**src/rtl/spi_pkg.sv**
```systemverilog
// Shared types and constants for the SPI frame receiver.
package spi_pkg;

  localparam int SPI_FRAME_WIDTH = 16;

  typedef enum logic [1:0] {
    RX_IDLE  = 2'd0,
    RX_SHIFT = 2'd1,
    RX_DONE  = 2'd2
  } SPI_RX_STATE;

endpackage

```
**src/rtl/spi_sync.sv**
```systemverilog
// N-stage single-bit synchroniser for asynchronous SPI pins; resets to 0.
module spi_sync #(
  parameter int STAGES = 2
) (
  input  logic clk,
  input  logic reset,
  input  logic i_d,
  output logic o_q
);

  logic [STAGES-1:0] r_sync;

  // Shift the pin through the flop chain; the last flop is the clean copy.
  always_ff @(posedge clk or posedge reset) begin
    if (reset) r_sync <= '0;
    else       r_sync <= {r_sync[STAGES-2:0], i_d};
  end

  assign o_q = r_sync[STAGES-1];

endmodule

```
**src/rtl/spi_frame_rx.sv**
```systemverilog
// SPI front end: synchronises sck/sdi/cs into clk and deserialises one
// WIDTH-bit MSB-first frame per cs assertion. Optional MISO path is enabled
// with the SPI_SDO_EN macro (adds tx_data/sdo).
module spi_frame_rx
  import spi_pkg::*;
#(
  parameter int WIDTH       = SPI_FRAME_WIDTH,
  parameter int SYNC_STAGES = 2
) (
  input  logic             clk,
  input  logic             reset,
`ifdef SPI_SDO_EN
  input  logic [WIDTH-1:0] tx_data,
  output logic             sdo,
`endif
  input  logic             sck,
  input  logic             sdi,
  input  logic             cs,
  output logic             cs_sync,
  output logic [WIDTH-1:0] data,
  output logic             frame_valid,
  output logic             frame_err
);

  localparam int CW = $clog2(WIDTH + 1);
  localparam int FW = $clog2(SYNC_STAGES + 1);
  localparam logic [CW-1:0] CNT_FULL  = CW'(WIDTH);
  localparam logic [FW-1:0] FILL_DONE = FW'(SYNC_STAGES);

  logic w_sck_s, w_sdi_s, w_cs_s;
  logic w_sck_rise, w_sck_fall, w_cs_rise;
  logic w_enter_done, w_good_nxt;

  SPI_RX_STATE      r_state, w_state_nxt;
  logic [WIDTH-1:0] r_shift, w_shift_nxt;
  logic [CW-1:0]    r_cnt, w_cnt_nxt;
  logic             r_ovr, w_ovr_nxt;
  logic             r_sck_prev, r_cs_prev;
  logic [FW-1:0]    r_fill;
  logic [WIDTH-1:0] r_data;
  logic             r_valid, r_err;

  spi_sync #(.STAGES(SYNC_STAGES)) u_sync_sck (.clk(clk), .reset(reset), .i_d(sck), .o_q(w_sck_s));
  spi_sync #(.STAGES(SYNC_STAGES)) u_sync_sdi (.clk(clk), .reset(reset), .i_d(sdi), .o_q(w_sdi_s));
  spi_sync #(.STAGES(SYNC_STAGES)) u_sync_cs  (.clk(clk), .reset(reset), .i_d(cs),  .o_q(w_cs_s));

  assign w_sck_rise = w_sck_s & ~r_sck_prev;
  assign w_sck_fall = ~w_sck_s & r_sck_prev;
  assign w_cs_rise  = w_cs_s & ~r_cs_prev;

  // Previous-value flops for edge detection. Previous-cs is held at 1 until the
  // cs synchroniser has refilled after reset, so its reset zeros never look
  // like a low cs and a cs already high at release cannot start a frame.
  always_ff @(posedge clk or posedge reset) begin
    if (reset) begin
      r_sck_prev <= 1'b0;
      r_cs_prev  <= 1'b1;
      r_fill     <= '0;
    end else begin
      r_sck_prev <= w_sck_s;
      if (r_fill == FILL_DONE) begin
        r_cs_prev <= w_cs_s;
      end else begin
        r_cs_prev <= 1'b1;
        r_fill    <= r_fill + FW'(1);
      end
    end
  end

  // State register.
  always_ff @(posedge clk or posedge reset) begin
    if (reset) r_state <= RX_IDLE;
    else       r_state <= w_state_nxt;
  end

  // Next-state and next shift/count/overrun values.
  always_comb begin
    w_state_nxt = r_state;
    w_shift_nxt = r_shift;
    w_cnt_nxt   = r_cnt;
    w_ovr_nxt   = r_ovr;
    case (r_state)
      RX_IDLE: begin
        if (w_cs_rise) begin
          w_state_nxt = RX_SHIFT;
          w_shift_nxt = '0;
          w_cnt_nxt   = '0;
          w_ovr_nxt   = 1'b0;
        end
      end
      RX_SHIFT: begin
        // An sck edge coincident with cs going low is still taken.
        if (w_sck_rise) begin
          if (r_cnt < CNT_FULL) begin
            w_shift_nxt = {r_shift[WIDTH-2:0], w_sdi_s};
            w_cnt_nxt   = r_cnt + CW'(1);
          end else begin
            w_ovr_nxt = 1'b1;
          end
        end
        if (!w_cs_s) w_state_nxt = RX_DONE;
      end
      RX_DONE:  w_state_nxt = RX_IDLE;
      default:  w_state_nxt = RX_IDLE;
    endcase
  end

  assign w_enter_done = (r_state == RX_SHIFT) && !w_cs_s;
  assign w_good_nxt   = (w_cnt_nxt == CNT_FULL) && !w_ovr_nxt;

  // Shift register, bit count and overrun flag.
  always_ff @(posedge clk or posedge reset) begin
    if (reset) begin
      r_shift <= '0;
      r_cnt   <= '0;
      r_ovr   <= 1'b0;
    end else begin
      r_shift <= w_shift_nxt;
      r_cnt   <= w_cnt_nxt;
      r_ovr   <= w_ovr_nxt;
    end
  end

  // Result word and the one-cycle pulses that coincide with RX_DONE.
  always_ff @(posedge clk or posedge reset) begin
    if (reset) begin
      r_data  <= '0;
      r_valid <= 1'b0;
      r_err   <= 1'b0;
    end else begin
      r_valid <= w_enter_done & w_good_nxt;
      r_err   <= w_enter_done & ~w_good_nxt;
      if (w_enter_done && w_good_nxt) r_data <= w_shift_nxt;
    end
  end

  assign cs_sync     = w_cs_s;
  assign data        = r_data;
  assign frame_valid = r_valid;
  assign frame_err   = r_err;

`ifdef SPI_SDO_EN
  logic [WIDTH-1:0] r_tx;

  // Transmit word latched at frame start, shifted out MSB-first on sck falls.
  always_ff @(posedge clk or posedge reset) begin
    if (reset) begin
      r_tx <= '0;
    end else if (r_state == RX_IDLE && w_cs_rise) begin
      r_tx <= tx_data;
    end else if (r_state == RX_SHIFT && w_sck_fall) begin
      r_tx <= {r_tx[WIDTH-2:0], 1'b0};
    end
  end

  assign sdo = (r_state == RX_SHIFT) ? r_tx[WIDTH-1] : 1'b0;
`else
  logic w_unused_fall;
  assign w_unused_fall = w_sck_fall;
`endif

endmodule

```
**config.mk**
```make
export PLATFORM = sky130hd
export DESIGN_NAME = spi_frame_rx
export DESIGN_NICKNAME = d
export VERILOG_FILES = /design/src/rtl/spi_pkg.sv /design/src/rtl/spi_sync.sv /design/src/rtl/spi_frame_rx.sv
export SDC_FILE = /design/constraint.sdc
export NUM_CORES = 1
export LEC_CHECK = 0
export ABC_AREA = 1
export BUFFER_PORTS_ARGS = -buffer_cell sky130_fd_sc_hd__buf_2
export CELL_PAD_IN_SITES_DETAIL_PLACEMENT = 1
export CELL_PAD_IN_SITES_GLOBAL_PLACEMENT = 1
export CORE_MARGIN = 2
export CORE_UTILIZATION = 48
export DETAILED_ROUTE_END_ITERATION = 10
export PLACE_DENSITY_LB_ADDON = 0.1
export RECOVER_POWER = 50
export SETUP_SLACK_MARGIN = 0.05
export SKIP_CTS_REPAIR_TIMING = 1
export SLEW_MARGIN = 40
export SYNTH_ARGS = -nofsm -noshare
export SYNTH_HDL_FRONTEND = slang
export SYNTH_SLANG_ARGS = --single-unit
```
**constraint.sdc**
```tcl
create_clock -name clk -period 3.12 [get_ports clk]
set_clock_uncertainty 0.2 [all_clocks]
set_input_delay 0.312 -clock clk [delete_from_list [all_inputs] [get_ports clk]]
set_output_delay 0.312 -clock clk [all_outputs]
set_load 0.05 [all_outputs]
```
# Word-level counts from Yosys, hierarchy flattened
# Index checks and enable logic that the tools add are counted.
totals:
  output_inout_bits: 19
  ff_bits: 52
classes:
  reduce_logical: 7
  muxes: 16
  order_cmp: 1
  bitwise: 7
  addsub: 2
  eq_ne: 5
op_table:
  columns: ["operator", "count"]
  rows:
  - ["16-bit two-way mux", 3]
  - ["16-bit case mux with 2 select lines", 1]
  - ["5-bit two-way mux", 3]
  - ["5-bit case mux with 2 select lines", 1]
  - ["5-bit by 1-bit adder with 5-bit output (second input constant)", 1]
  - ["5-bit == test (second input constant)", 1]
  - ["5-bit < comparator (second input constant)", 1]
  - ["1-bit AND", 4]
  - ["1-bit two-way mux", 4]
  - ["2-bit two-way mux", 2]
  - ["2-bit != test (second input constant)", 2]
  - ["2-bit case mux with 2 select lines", 1]
  - ["1-bit logical AND", 3]
  - ["1-bit NOT", 3]
  - ["2-bit by 1-bit adder with 2-bit output (second input constant)", 1]
  - ["2-bit by 1-bit == test with 1-bit output (second input constant)", 1]
  - ["2-bit == test (second input constant)", 1]
  - ["1-bit logical NOT", 2]
  - ["2-bit logical NOT", 1]
  - ["1-bit case mux with 2 select lines", 1]
  - ["2-bit AND reduction", 1]

# Longest topological paths before layout
logic_depth:
  depth_word: 8
  depth_mapped: 12
  depth_no_buf: 11

# Modules after synthesis
# A second synthesis with hierarchy kept.
unflattened:
  hier_cells: 232
  area_unflattened_um2: 2219.6
by_module_without_submodules:
  columns: ["module", "cells_each", "area_each_um2", "instances", "seq_area_each_um2"]
  rows:
  - ["spi_frame_rx", 223, 2058.2, 1, 1152.4]
  - ["spi_sync", 3, 53.8, 3, 50.0]

# Worst setup path after synthesis
# OpenSTA, ideal clock, no wires.
synth_path:
  path_type: "flip-flop to flip-flop"
  from: "reg u_sync_cs.r_sync[1]"
  to: "reg r_data[0], in the netlist data[0]"
  path_buffers: 1
  t_arrival_ps: 1772
  slack_ps: 1028
  stages_incl_launch_ff: 13
  t_required_ps: 2801
  path_cell_list: "dfrtp_1 inv_2 nor2_1 nand3_2 nand2_4 nand2_2 nand2_2 nand2_4 nor2_8 nand3_4 buf_6 nand2_1 nand2_1"
synth_via:
  elab_chain_cells: 6
  word_cells_on_any_way: 13
synth_lines:
  columns: ["element", "line_no", "text"]
  rows:
  - ["from (decl)", "spi_sync.sv:11", "logic [STAGES-1:0] r_sync;"]
  - ["from (signal assigned)", "spi_sync.sv:16", "else r_sync <= {r_sync[STAGES-2:0], i_d};"]
  - ["1-bit AND", "spi_frame_rx.sv:49", "assign w_cs_rise = w_cs_s & ~r_cs_prev;"]
  - ["5-bit two-way mux or 1-bit two-way mux (tied branches)", "spi_frame_rx.sv:84", "if (w_cs_rise) begin"]
  - ["5-bit case mux with 2 select lines or 1-bit case mux with 2 select lines (tied branches)", "spi_frame_rx.sv:82", "case (r_state)"]
  - ["5-bit == test or 1-bit logical NOT (tied branches)", "spi_frame_rx.sv:109", "assign w_good_nxt = (w_cnt_nxt == CNT_FULL) && !w_ovr_nxt;"]
  - ["1-bit logical AND", "spi_frame_rx.sv:109", null]
  - ["1-bit logical AND", "spi_frame_rx.sv:133", "if (w_enter_done && w_good_nxt) r_data <= w_shift_nxt;"]
  - ["to (signal assigned)", "spi_frame_rx.sv:133", null]
  - ["to (decl)", "spi_frame_rx.sv:40", "logic [WIDTH-1:0] r_data;"]
# Several ways; a longest one is shown, not always the timed one.
# A chain may end at the register's enable or synchronous reset.

==> metrics.csv <==
stage,metric,value,unit
worst_setup_path,Stages on worst setup path,3,
worst_setup_path,crit path DAT,2270,ps
yosys,Post-Synth Adder-Cell Area,1.16,%
clock_tree,Clock Path Buffers,2,
worst_setup_path,Crit path max-delay family,buffers and inverters,
drt,Pre-Repair DR Iteration Count,4,
sta,Max-slew headroom,-23.2,%
floorplanning,core area,4350,sq um
pwr,Pleak,1.28,nW
yosys,"Net Count, Synth",225,
yosys,most common library cells after synthesis,"nand2_1 (57), dfrtp_1 (51), inv_1 (27), nand4_1 (18), o22ai_1 (14)",
yosys,Cells after Synth,218,
sta,fin crit period,2410,ps
drt,WL/cell,15.4,microns
yosys,"EDFF count, synth",0,
drt,Vias,1562,
clock_tree,CTS buffer count,5,
clock_tree,Worst-path clk slew,90,ps
yosys,Syn Area/Cell,9.93,sq um
sta,final setup fails,0,
grt,grt total ovfl,0,
pwr,pwr dens,587,nW/um^2
placement,IO buf count,23,
yosys,Synth Area in Simple Gates,25.4,%
floorplanning,die area,5060,sq um
floorplanning,Initial Util,49.7,%
worst_setup_path,required time of the critical path,2980,ps
sta,slew at the pin closest to its max-slew limit,1850,ps
yosys,most frequent cell after synthesis,nand2_1,
grt,vias in the first global route,1685,
yosys,post-synthesis register bit count,52,
cells_and_area,Diodes inserted,0,
cells_and_area,Area Overhead vs Synth,13.5,%
yosys,Post-Synth XOR/XNOR Area,0.405,%
sta,RSZ-0062 raised after global routing,false,
sta,fmax,0.414,GHz
clock_tree,CTS root buf,clkbuf_8,
worst_setup_path,CP Class,in -> async,
drt,initial DRC count,51,
worst_setup_path,Slowest cell on crit path,inv_1,
yosys,Compound-Gate Fraction of Synth Area,5.32,%
drt,DRC viols,0,
worst_setup_path,Worst Path Buf+Inv,3,
floorplanning,I/O pin count,24,
grt,largest net degree at the start of global routing,53,
min_path,Hold Crit Class,reg -> reg,
yosys,Unique masters post-synth,24,
sta,Fin Setup TNS,0,ps
outcome,violations in the final reports,"max-capacitance violations, max-slew violations",
floorplanning,std cell rows,24,
placement,Area after DPL,2320,sq um
yosys,cell area after synthesis,2160,sq um
worst_setup_path,CP cell instances,"dlygate4sd3_1, buf_2, inv_1",
cells_and_area,layout cells sized above 1,20.2,%
drt,Post-DRT Antenna Nets,0,
clock_tree,total clock sinks,52,
yosys,post-synthesis mux area share,0,%
yosys,async set or reset register ratio after synthesis,100,%
run,max cap viols,1,
outcome,run status,"complete, but fails checks",
placement,routability cong.,0.823,
floorplanning,Die Y,71.2,microns
yosys,synth top area cells,"dfrtp_1 (59%), nand2_1 (9.9%), nand4_1 (5.2%)",
drt,vias per cell,5.21,
yosys,most used flip-flop cell after synthesis,dfrtp_1,
yosys,share of the synthesized area in the top cell type,59.0,%
cells_and_area,Final Cell Area,2460,sq um
sta,Tcrit/Tclk final,77.3,%
cells_and_area,multi-input logic area,692,sq um
clock_tree,TritonCTS clock tree,yes,
sta,count of final hold-check violations,0,
cells_and_area,FF+latch area,1300,sq um
worst_setup_path,R2R cell count,11,
placement,dpl hpwl,3350,microns
cells_and_area,# nets final,254,
worst_setup_path,crit-path max FO,52,
yosys,"area leader, netlist",dfrtp_1,
yosys,synth warn,0,
sta,Max Slew Vio Count,53,
cells_and_area,# fillers,506,
pwr,Peak VDD IR,0.323,mV
worst_setup_path,crit start category,input pin,
grt,gr usage total,19.9,%
drt,routed wire length,4620,microns
grt,first-pass GRT wire length,8070,microns
worst_setup_path,Worst path max stage delay,1290,ps
yosys,largest family of logic cells by synthesized area,simple AND/OR/NAND/NOR gates,
clock_tree,H-tree Lvls,2,
min_path,Min-Delay Path Depth,0,
yosys,sequential share of the synthesized area,60.2,%
worst_setup_path,Crit. End Element,asynchronous set/reset pin,
clock_tree,worst skew pair latency,290,ps
grt,antenna violations before repair,0,
floorplanning,die width,71.2,microns
==> placed cells by master (no fill, tap or decap), types with 2 or more instances in the layout <==
cell type / n
buf_2: 23
clkbuf_8: 5
dfrtp_1: 51
dlygate4sd3_1: 4
ha_1: 2
inv_1: 28
inv_2: 5
nand2_1: 57
nand2_2: 3
nand2_4: 2
nand3_1: 8
nand3_4: 2
nand4_1: 18
nor2_1: 9
nor2_2: 2
nor2_4: 3
o21ai_0: 4
o22ai_1: 14
==> flip-flops by register name, summed over array words and instances, names as in the netlist <==
signal,flops
data,16
r_shift,16
r_cnt,5
r_fill,2
r_state,2
u_sync_cs.r_sync,2
u_sync_sck.r_sync,2
u_sync_sdi.r_sync,2
frame_err,1
frame_valid,1
r_cs_prev,1
r_ovr,1
r_sck_prev,1
==> metal layers <==
| layer | up-vias | global-route usage [%] | wire length (microns) |
|---|---|---|---|
| met1 | 772 | 26.8 | 2170 |
| met3 | 7 | 3.42 | 103 |
| met5 | - | 0 | 0 |
| li1 | 761 | - | - |
| met4 | 0 | 4.82 | 56 |
| met2 | 22 | 33.7 | 2290 |
==> power by group <==
part           total [mW]  switching (mW)  internal [mW]
Sequential          0.733          0.0294          0.704
Clock               0.451           0.209          0.242
Combinational       0.259           0.185         0.0746
Total                1.44           0.423           1.02
==> worst paths after layout <==
path                                   endpoint  slack (ps)                 start
hold reg to reg            u_sync_sdi.r_sync[1]         160  u_sync_sdi.r_sync[0]
min in group asynchronous  u_sync_sdi.r_sync[1]         950                 reset
setup reg to reg                       data[15]         730              r_cnt[0]
max in group clk                       data[15]         730              r_cnt[0]
hold / removal             u_sync_sdi.r_sync[1]         160  u_sync_sdi.r_sync[0]
setup / recovery                       data[13]         710                 reset
==> area by class of cell <==
| type | instances | share of cell area [%] |
|---|---|---|
| Sequential cell | 52 | 53.0 |
| Multi-Input combinational cell | 127 | 28.2 |
| Timing Repair Buffer | 28 | 6.62 |
| Inverter | 33 | 5.04 |
| Clock buffer | 6 | 2.95 |
| Tap cell | 52 | 2.65 |
| Clock inverter | 2 | 1.58 |
==> metrics by stage <==
stage | setup slack [ps] | std cells | util [%] | total power [mW] | hold WS, ps
global placement | 840 | 288 | 53.1 | 0.990 | 132
finish | 707 | 300 | 56.4 | 1.44 | 155
global route | 257 | 300 | 56.4 | 1.52 | 176
detailed placement | 728 | 288 | 53.2 | 1.01 | 143
floorplan | 1030 | 218 | - | 0.959 | 131
CTS | 731 | 296 | 55.7 | 1.46 | -87.4
==> kinds of logic after synthesis <==
group,count (synthesis)
XOR/XNOR,1
adder cells (fa/ha/maj),2
flip-flops,52
AND/OR/NAND/NOR,105
AO/OA/AOI/OAI,19
buffers and inverters,39
Note: power is estimated with default switching activity, not from simulation.
